<file path="src/rtl/address_issue_wb.sv">
// address_issue_wb: A-register file with reservation-based issue to a fixed-latency address add unit.
// Results retire in issue order through a tag pipeline; external writes are refused on reserved registers.
module address_issue_wb #(
   parameter int size   = 32,
   parameter int fu_lat = 6
) (
   input  logic            clk,
   input  logic            rst_n,
   input  logic            i_instr_valid,
   input  logic [15:0]     i_instr,
   output logic            o_instr_ready,
   output logic [size-1:0] o_Aj,
   output logic [size-1:0] o_Ak,
   output logic [6:0]      o_Instr,
   input  logic [size-1:0] i_Ai,
   input  logic            i_wr_en,
   input  logic [2:0]      i_wr_addr,
   input  logic [size-1:0] i_wr_data,
   input  logic [2:0]      i_rd_addr,
   output logic [size-1:0] o_rd_data,
   output logic            o_illegal,
   output logic            o_wr_err,
   output logic            o_busy
);
   logic [size-1:0] a_q [8];
   logic [size-1:0] a_d [8];
   logic [7:0]      res_q, res_d;
   logic [3:0]      tag_q [fu_lat];
   logic [size-1:0] aj_q, ak_q;
   logic [6:0]      op_q;
   logic            ill_q, werr_q;
   logic [6:0]      op;
   logic [2:0]      ri, rj, rk, wb_i;
   logic            legal, hazard, issue, wb_v, wr_ok;

   assign op            = i_instr[15:9];
   assign ri            = i_instr[8:6];
   assign rj            = i_instr[5:3];
   assign rk            = i_instr[2:0];
   assign legal         = (op == 7'o020) || (op == 7'o021);
   assign hazard        = legal && (res_q[ri] || res_q[rj] || res_q[rk]);
   assign o_instr_ready = !hazard;
   assign issue         = i_instr_valid && legal && !hazard;
   assign wb_v          = tag_q[fu_lat-1][3];
   assign wb_i          = tag_q[fu_lat-1][2:0];
   assign wr_ok         = i_wr_en && !res_q[i_wr_addr];
   assign o_Aj          = aj_q;
   assign o_Ak          = ak_q;
   assign o_Instr       = op_q;
   assign o_illegal     = ill_q;
   assign o_wr_err      = werr_q;
   assign o_busy        = |res_q;
   assign o_rd_data     = a_q[i_rd_addr];

   // A write-back target is always reserved, so it never collides with an accepted external write or a new issue
   always_comb begin
      a_d   = a_q;
      res_d = res_q;
      if (wb_v) begin
         a_d[wb_i]   = i_Ai;
         res_d[wb_i] = 1'b0;
      end
      if (wr_ok) a_d[i_wr_addr] = i_wr_data;
      if (issue) res_d[ri] = 1'b1;
   end

   always_ff @(posedge clk or negedge rst_n) begin
      if (!rst_n) begin
         for (int n = 0; n < 8; n++) a_q[n] <= '0;
         for (int n = 0; n < fu_lat; n++) tag_q[n] <= '0;
         res_q  <= '0;
         aj_q   <= '0;
         ak_q   <= '0;
         op_q   <= 7'o000;
         ill_q  <= 1'b0;
         werr_q <= 1'b0;
      end else begin
         a_q      <= a_d;
         res_q    <= res_d;
         tag_q[0] <= {issue, ri};
         for (int n = 1; n < fu_lat; n++) tag_q[n] <= tag_q[n-1];
         op_q     <= issue ? op : 7'o000;
         if (issue) begin
            aj_q <= a_q[rj];
            ak_q <= a_q[rk];
         end
         ill_q  <= i_instr_valid && !legal;
         werr_q <= i_wr_en && res_q[i_wr_addr];
      end
   end
endmodule

</file>
<file path="config.mk">
export PLATFORM = sky130hd
export DESIGN_NAME = address_issue_wb
export DESIGN_NICKNAME = d
export VERILOG_FILES = /design/src/rtl/address_issue_wb.sv
export SDC_FILE = /design/constraint.sdc
export NUM_CORES = 1
export LEC_CHECK = 0
export ABC_CLOCK_PERIOD_IN_PS = 3200
export CORE_ASPECT_RATIO = 1.5
export CORE_MARGIN = 4
export CORE_UTILIZATION = 45
export DETAILED_ROUTE_END_ITERATION = 10
export GPL_TIMING_DRIVEN = 0
export PLACE_DENSITY_LB_ADDON = 0.05
export SETUP_SLACK_MARGIN = 0.02
export SLEW_MARGIN = 40
export SYNTH_ARGS = -nofsm -noshare
export SYNTH_HDL_FRONTEND = slang
export SYNTH_SLANG_ARGS = --single-unit
export TNS_END_PERCENT = 10
</file>
<file path="constraint.sdc">
create_clock -name clk -period 3.2 [get_ports clk]
set_clock_uncertainty 0.05 [all_clocks]
set_input_delay 0.64 -clock clk [delete_from_list [all_inputs] [get_ports clk]]
set_output_delay 0.64 -clock clk [all_outputs]
set_load 0.1 [all_outputs]
</file>
=== Yosys cells after proc, flatten, opt, wreduce, memory -nomap -nowiden ===
Index checks and enable logic that the tools add are counted.

* $lt $le $gt $ge: 14
* Equal/unequal tests: 2
* Multiplexer cells: 32
* Bitwise operators: 8
* Reduce and logical (&&, ||, !) cells: 17

{| class="wikitable"
|+ Operators with widths
! operator !! count
|-
| 256-bit bitwise mux || 2
|-
| 256-bit 2-to-1 mux || 2
|-
| 32-bit binary-select mux with 3-bit select || 3
|-
| 32-bit 2-to-1 mux || 8
|-
| 32-bit demux with 3-bit select || 2
|-
| 4-bit greater-or-equal comparator, second input constant || 5
|-
| 3-bit by 4-bit < comparator with 1-bit output, second input constant || 5
|-
| 3-bit NOT with 4-bit output || 5
|-
| 8-bit 2-to-1 mux || 2
|-
| 7-bit by 5-bit equality test with 1-bit output, second input constant || 2
|-
| 1-bit binary-select mux with 3-bit select || 4
|-
| 1-bit logical AND || 10
|-
| 8-bit bitwise AND || 1
|-
| 4-bit by 1-bit < comparator with 1-bit output, second input constant || 2
|-
| 8-bit NOT || 1
|-
| 8-bit bitwise OR || 1
|-
| 8-bit OR reduction || 1
|-
| 7-bit 2-to-1 mux || 1
|-
| 1-bit demux with 3-bit select || 2
|-
| 3-bit by 1-bit greater-or-equal comparator with 1-bit output, second input constant || 2
|-
| 1-bit 2-to-1 mux || 6
|-
| 1-bit logical NOT || 3
|-
| 1-bit logical OR || 3
|}

* Register bits after elaboration: 361
* Output and inout bits: 107
* Word-level logic and storage cells: 93

=== Logic depth before layout (Yosys ltp) ===
Gate-level depths: netlist (run 1).

* Depth in word-level cells: 9
* Gate-level depth with buffers: 8
* Depth with buffers taken out: 5

=== Worst setup path before layout (run 1) ===
Ideal clock, no wire load.

* Path type: input port to output port
* Start point: in i_rd_addr[0]
* End point: out o_rd_data[12]
* Arrival: 2.592 ns
* Required time: 2.510 ns
* Setup slack: -0.082 ns
* Cell stages on the path: 4
* Path through: clkbuf_1 > buf_1 > mux4_2 > mux2_2

* Word-level cells in the longest chain between the ends: 4

{| class="wikitable"
|+ Ends and longest elaborated chain
! what !! RTL line !! text
|-
| start: declaration || 19 || <nowiki>input logic [2:0] i_rd_addr,</nowiki>
|-
| 3-bit NOT with 4-bit output (not written as such) || 53 || <nowiki>assign o_rd_data = a_q[i_rd_addr];</nowiki>
|-
| 32-bit binary-select mux with 3-bit select || 53 ||
|-
| 32-bit 2-to-1 mux (not written as such) (2 in a row) || 53 ||
|-
| end: declaration || 20 || <nowiki>output logic [size-1:0] o_rd_data,</nowiki>
|}

No other way between the ends. The select of a mux whose other input is x is not followed.

=== Final worst setup path (run 1) ===
* Start point: in i_rd_addr[1]
* End point: out o_rd_data[22]

The elaborated chain is that of the path after synthesis.

==> impl_metrics.ini, run 1 <==
[run_status]
outcome = completed

[place]
dp_hpwl_um = 49500
placed_cells = 2413
io_buffers = 189
routabilityCongestion = 0.851

[clock_network]
cts_buffers = 40
clk_path_buf_depth = 3
cts_tree = built
post_cts_buffers = 0
clockRootBuffer = clkbuf_16
h-tree-depth = 2
clk_latency_ps = 550
clkSinkCount = 361
clk_pin_slew_ps = 60

[global_routing]
grt_use_total_pct = 28.2
met1_usage_pct = 35.0
grt_pass1_wl_um = 110000
grtUsageMet2_pct = 48.9
grt_pass1_vias = 16400
grt-ovfl-total = 0
busiest_layer = met2
grt_use_met3_pct = 4.44
grt_max_degree = 75
grt_antenna_before_repair = 3

[synthesis]
synth_top_area_share_pct = 41.6
syn_avg_cell_area_um2 = 13.5
synth_seq_cells = 361
ys_seq_area_share_pct = 41.6
synth_area_um2 = 21700
synthArstFlopShare_pct = 100
synth_edf_count = 0
ys.warnings.count = 0
synth_area_leaders = dfrtp_1 (42%), mux4_2 (20%), mux2_2 (13%)
ys_top_cells_by_count = dfrtp_1 (361), mux2_2 (251), mux4_2 (195)
ys_dominant_reg_cell = dfrtp_1
ys_types = 47
synthCells = 1610
synthMostInstantiatedCell = dfrtp_1
synth_top_cell_by_area = dfrtp_1

[sta]
setup_viol = 0
slew_viol_final = 0
fin_setup_tns_ps = 0
fmax_ghz = 0.317
slew_headroom_pct = 41.0
min_period_ps = 3150
finalHoldViolCount = 0
worst_pin_slew_ps = 885
min_period_over_period_pct = 98.5
rsz0062_at_grt = true

[layout]
multi_input_area_um2 = 12100
regArea_um2 = 9040
syn2layout_area_growth_pct = 17.1
fillCellCount = 4087
final_util_pct = 53.4
fin_nets = 1947
instances_no_fill = 2487
drive_gt1_share_pct = 39.2

[drt]
wl_per_cell_um = 29.5
drtAntennaViolNets = 0
dr.pass1.iters = 6
viasPerCell = 6.24
vias = 15500
first_iter_violations = 1059
drc_errors = 0
totalWireLength_um = 73300

[critical_path]
critPathKind = primary input to primary output
worst-path-buf-inv = 4
cpPeakStageDelay_ps = 390
critPathMaxFanout = 10
cp_slowest_cell = clkbuf_2
r2r_start = res_q[3]
arrival_ps = 2460
required_ps = 2510
startpoint_type = primary input
end_kind = primary output
critPathLaunch = i_rd_addr[1]
ff2ff_setup_slack_ps = 350
crit_chain = clkbuf_2, buf_6, clkbuf_2, mux4_2, mux2_2, buf_2
crit_family = buffers and inverters
crit_path_frequent_cell = clkbuf_2

[floorplanning]
io_pins = 197
initial_utilization_pct = 45.6
die-area_um2 = 51900
core_area_um2 = 47700
core.rowCount = 98
die_h_um = 277
fp.dieW_um = 187

[flow_run]
maxCapViolCount = 0

[power_and_ir_drop]
power_density_nw_per_um2 = 621
ir_drop_mv = 0.383
p_leak_uw = 0.0111

[worst_hold_path]
hold_path.class = register to register
hold_path_startpoint = tag_q[4]
## cell type report
| type | count | share of cell area [%] |
|---|---|---|
| clock buffers | 58 | 4.40 |
| flip-flops and latches | 361 | 35.5 |
| diodes | 2 | 0.0197 |
| plain buffers | 134 | 2.95 |
| repair buffers | 202 | 6.19 |
| multi-input cells | 1110 | 47.4 |
| clock inverters | 12 | 0.467 |
| well taps | 600 | 2.95 |
| inverters | 8 | 0.118 |
## logic make-up after synthesis
group | Yosys count | share of synthesized area [%]
AND/OR/NAND/NOR | 208 | 4.19
buffers and inverters | 143 | 3.14
multiplexers | 716 | 46.3
AO/OA/AOI/OAI | 181 | 4.78
flip-flops | 361 | 41.6
other | 1 | 0.0173
## state kept, by name (all words and copies together), names as in the netlist
signal / cells
o_Aj: 32
o_illegal: 1
o_wr_err: 1
o_Ak: 32
a_q: 256
res_q: 8
o_Instr: 7
tag_q: 24
## metrics by stage
step	setup slack [ps]	instance area, um^2	total power [uW]	hold slack [ps]
finish	47.2	25400	15800	293
global route	8.31	25400	16500	300
CTS	6.03	25400	15900	293
detailed placement	-702	24100	11300	285
global placement	-15160	24400	11300	284
floorplan	-74.5	21700	9980	281
## report_power, final
group          leakage (uW)  switching, uW  internal [uW]
Clock              0.000609           1970           2600
Sequential          0.00443            735           5390
Combinational       0.00607           2850           2260
Total                0.0111           5550          10200
## worst paths after layout
check,endpoint,cells after the start
min in group asynchronous,o_Ak[8],2
max in group asynchronous,a_q[185],5
hold / removal,tag_q[0],0
hold reg to reg,tag_q[0],0
setup / recovery,o_rd_data[22],6
setup reg to reg,a_q[85],6
## metal layers
| metal | share of wire, % | vias to the layer above |
|---|---|---|
| li1 | - | 6654 |
| met1 | 38 | 8086 |
| met2 | 52 | 602 |
| met3 | 5.7 | 178 |
| met4 | 4.8 | 2 |
| met5 | 0.022 | - |
## repair_timing
| item | CTS | global route |
|---|---|---|
| endpoints found under the setup margin | 98 | 32 |
| hold buffers | 1 | 0 |
| gates resized for setup | 25 | 10 |
| hold endpoints to repair | 33 | 0 |
## placed cells by master, fill, tap and decap left out, types with 66 or more instances in the layout
cell,Yosys,routed
nor2_1,68,68
mux2_1,106,106
mux2_2,251,251
mux2i_1,163,163
mux4_2,195,195
buf_2,20,129
a21oi_1,66,66
o21ai_0,96,96
clkdlybuf4s50_1,0,78
dfrtp_1,361,359
nand2_1,105,105
Power figures use the tool's default switching activity.
==> run 2, diff against run 1 <==
- MAX_ROUTING_LAYER: default -> met4
==> impl_metrics.ini, run 2 (same netlist as run 1, synthesis figures left out) <==
[power_and_ir_drop]
ir_drop_mv = 0.383
p_leak_uw = 0.0111
power_density_nw_per_um2 = 621

[worst_hold_path]
hold_path.class = register to register

[layout]
final_common_cell = dfrtp_1
largest_reg_flops = 256
final_util_pct = 53.4
mostFrequentLayoutCells = dfrtp_1 (358), mux2_2 (251), mux4_2 (195)
largest-register = a_q
fillCellCount = 4087
drive_gt1_share_pct = 39.3
final_area_um2 = 25500
syn2layout_area_growth_pct = 17.1
fin_nets = 1947

[drt]
viasPerCell = 6.25
dr.pass1.iters = 5
drc_errors = 0
vias = 15500
drtAntennaViolNets = 0
first_iter_violations = 1230
wl_per_cell_um = 29.5
totalWireLength_um = 73300

[clock_network]
clkSinkCount = 361
clockRootBuffer = clkbuf_16
cts_buffers = 40
clk_path_buf_depth = 3
cts_tree = built
clk_pin_slew_ps = 60
post_cts_buffers = 0
clk_latency_ps = 550
h-tree-depth = 2

[critical_path]
critPathKind = primary input to primary output
crit_path_frequent_cell = clkbuf_2
startpoint_type = primary input
crit_chain = clkbuf_2, buf_6, clkbuf_2, mux4_2, mux2_2, buf_2
cp_slowest_cell = clkbuf_2
crit_family = buffers and inverters
critPathMaxFanout = 10
worst-path-buf-inv = 4
cpPeakStageDelay_ps = 390
end_kind = primary output
arrival_ps = 2460
required_ps = 2510
ff2ff_setup_slack_ps = 350

[sta]
setup_viol = 0
fin_setup_tns_ps = 0
min_period_ps = 3150
rsz0062_at_grt = true
finalHoldViolCount = 0
hold_ws_ps = 292
slew_headroom_pct = 40.9
min_period_over_period_pct = 98.6
worst_pin_slew_ps = 887
fin_ws_ps = 45.9
slew_viol_final = 0
fmax_ghz = 0.317

[run_status]
outcome = completed

[floorplanning]
die_h_um = 277
initial_utilization_pct = 45.6
core.rowCount = 98
core_area_um2 = 47700
die-area_um2 = 51900
fp.dieW_um = 187
io_pins = 197

[place]
routabilityCongestion = 0.864
dp_hpwl_um = 49500
place_ws_ps = -702
dpl_cell_area_um2 = 24100
io_buffers = 189

[global_routing]
grt-ovfl-total = 0
grt_antenna_before_repair = 3
grt_use_total_pct = 29.0
grt_pass1_vias = 16400
grt_max_degree = 75
grt_pass1_wl_um = 110000

[flow_run]
maxCapViolCount = 0
-- run 2: changes by cell type in the layout (fill, tap and decap cells not counted) --
| cell | delta |
|---|---|
| dfrtp_2 | +1 |
| dfrtp_1 | -1 |
| diode_2 | +1 |
-- run 2: layout make-up --
class	instances	area [um^2]	area share, %
clock buffers	58	1120	4.40
multi-input cells	1110	12100	47.4
clock inverters	12	119	0.467
diodes	3	7.51	0.0295
repair buffers	202	1570	6.18
inverters	8	30.0	0.118
flip-flops and latches	361	9040	35.5
well taps	600	751	2.95
plain buffers	134	749	2.94
-- run 2: metrics by stage --
step                      power, uW  std cells
after CTS                     15900       2484
after global placement        11300       2403
final                         15800       2488
after detailed placement      11300       2413
after global routing          16500       2488
after floorplan                9980       1614
-- run 2: worst paths after layout --
kind                              start       endpoint  cells past startpoint
max                        i_rd_addr[1]  o_rd_data[22]                      6
max reg2reg                    res_q[3]       a_q[137]                      6
min reg2reg                    tag_q[4]       tag_q[0]                      0
min in group asynchronous         rst_n        o_Ak[8]                      2
max in group asynchronous         rst_n       a_q[185]                      5
min                            tag_q[4]       tag_q[0]                      0
-- run 2: repair_timing --
action | in CTS | in global routing
hold buffers | 1 | 0
resized for setup | 25 | 11
setup endpoints to repair | 98 | 32
endpoints found under the hold margin | 33 | 0
-- run 2: layer usage --
| metal | vias to the layer above | global-route usage, % | part of all wire (%) | wire, um |
|---|---|---|---|---|
| li1 | 6648 | - | - | - |
| met1 | 8097 | 35.1 | 38 | 28000 |
| met4 | 0 | 11.9 | 4.8 | 3520 |
| met5 | - | - | 0 | 0 |
| met3 | 195 | 4.24 | 5.4 | 3990 |
| met2 | 609 | 49.1 | 52 | 37800 |
-- run 2: worst reg2reg max path, delay by kind of cell (launching register included) --
family | cells | cell delay, ps
flip-flops | 1 | 460
AO/OA/AOI/OAI | 3 | 980
multiplexers | 1 | 300
buffers and inverters | 2 | 910
-- run 2: where the power goes --
part	switching [uW]	internal (uW)	leakage, uW
clock	1960	2600	0.000609
sequential	737	5390	0.00443
combinational	2850	2260	0.00607
==> run 3, diff against run 2 <==
- CORE_ASPECT_RATIO: 1.5 -> 1.4
- MAX_ROUTING_LAYER: met4 -> default
==> impl_metrics.ini, run 3 (same netlist as run 1, synthesis figures left out) <==
[power_and_ir_drop]
p_clk_share_pct = 28.5
power_density_nw_per_um2 = 617
combPwrFrac_pct = 32.4
ir_drop_mv = 0.495
p_switching_uw = 5470
intPower_uw = 10200
pwr-share-seq_pct = 39.0
p_leak_uw = 0.0111
switching_share_pct = 34.9

[layout]
final_area_um2 = 25400
fin_nets = 1945
syn2layout_area_growth_pct = 17.0
fillCellCount = 4125
mostFrequentLayoutCells = dfrtp_1 (361), mux2_2 (251), mux4_2 (195)
final_util_pct = 53.1
largest_reg_flops = 256
final_common_cell = dfrtp_1
drive_gt1_share_pct = 39.0
largest-register = a_q

[drt]
vias = 15400
first_iter_violations = 1150
dr.pass1.iters = 5
totalWireLength_um = 73300
drtAntennaViolNets = 0
viasPerCell = 6.14
wl_per_cell_um = 29.2
drc_errors = 0

[place]
io_buffers = 189
dpl_cell_area_um2 = 24100
routabilityCongestion = 0.829
dp_hpwl_um = 49000

[sta]
hold_ws_ps = 290
min_period_ps = 3190
slew_headroom_pct = 41.1
worst_pin_slew_ps = 883
slew_viol_final = 0
finalHoldViolCount = 0
fmax_ghz = 0.313
min_period_over_period_pct = 99.7
rsz0062_at_grt = true
setup_viol = 0

[worst_hold_path]
hold_path.class = register to register
hold_path_startpoint = tag_q[11]
min_to = tag_q[7]
hold_depth = 0

[global_routing]
grt_max_degree = 70
grt_antenna_before_repair = 3
grt_pass1_wl_um = 109000
grt_pass1_vias = 16400
grt_use_total_pct = 28.2
grt-ovfl-total = 0

[critical_path]
reg2reg_to = a_q[138]
rr_worst_depth = 5
required_ps = 2510
startpoint_type = primary input
r2r_start = res_q[3]
arrival_ps = 2500
ff2ff_setup_slack_ps = 350
critPathKind = primary input to primary output
end_kind = primary output
critPathMaxFanout = 10

[floorplanning]
core.rowCount = 95
io_pins = 197
initial_utilization_pct = 45.4
core_area_um2 = 47900
die_h_um = 268
fp.dieW_um = 194
die-area_um2 = 51900

[clock_network]
clk_path_buf_depth = 3
clk_latency_ps = 570
post_cts_buffers = 0
clk_pin_slew_ps = 60
clkSinkCount = 361
h-tree-depth = 2
cts_tree = built
clockRootBuffer = clkbuf_16
cts_buffers = 40

[run_status]
outcome = completed

[flow_run]
maxCapViolCount = 0
[run 3: timing repair]
| action | in CTS | in global routing |
|---|---|---|
| hold buffers | 1 | 0 |
| endpoints found under the setup margin | 71 | 38 |
| gates resized for setup | 22 | 16 |
| endpoints found under the hold margin | 54 | 0 |
[run 3: layout make-up]
type	instances	area, um^2	share of cell area [%]
buffer	135	763	3.00
antenna	4	10.0	0.0394
inverter	8	30.0	0.118
clock buffer	58	1160	4.56
multi-input combinational	1110	12100	47.4
sequential	361	9030	35.5
timing repair buffer	199	1540	6.06
clock inverter	2	37.5	0.148
tap	630	788	3.10
[run 3: power groups by stage]
| stage | Clock, uW | Combinational (uW) | Sequential [uW] |
|---|---|---|---|
| after floorplan | 0 | 3470 | 6510 |
| after global placement | 0 | 5180 | 6130 |
| after detailed placement | 0 | 5090 | 6190 |
| after CTS | 4570 | 5110 | 6110 |
| after global routing | 4730 | 5390 | 6250 |
| final | 4480 | 5080 | 6120 |
[run 3: worst max-delay path by stage]
stage / start / endpoint / cells past startpoint
detailed placement: i_instr[0] / o_Ak[1] / 6
CTS: i_rd_addr[1] / o_rd_data[22] / 5
global route: i_wr_addr[0] / a_q[30] / 8
floorplan: i_rd_addr[0] / o_rd_data[14] / 4
finish: i_rd_addr[1] / o_rd_data[22] / 5
global placement: rst_n / o_Instr[1] / 1
[run 3: worst max-delay path, cell delays in order]
cell,delay [ps]
clkbuf_2,320
clkbuf_2,520
mux4_2,390
mux2_2,320
buf_2,300
[run 3: stage by stage]
stage	setup WS [ps]	cells	power [uW]	TNS [ps]
6_report	8.23	2507	15700	0
3_5_place_dp	-668	2441	11300	-90350
3_3_place_gp	-15200	2433	11300	-5620380
2_1_floorplan	-74.5	1614	9980	-1150
4_1_cts	27.2	2502	15800	0
5_1_grt	-11.0	2504	16400	-18.5
[run 3: layer usage]
metal	global-route usage, %	up-vias	part of all wire, %
li1	-	6637	-
met3	5.19	168	6.5
met2	49.4	606	51
met5	0	-	0
met1	34.7	7990	38
met4	11.7	0	4.4
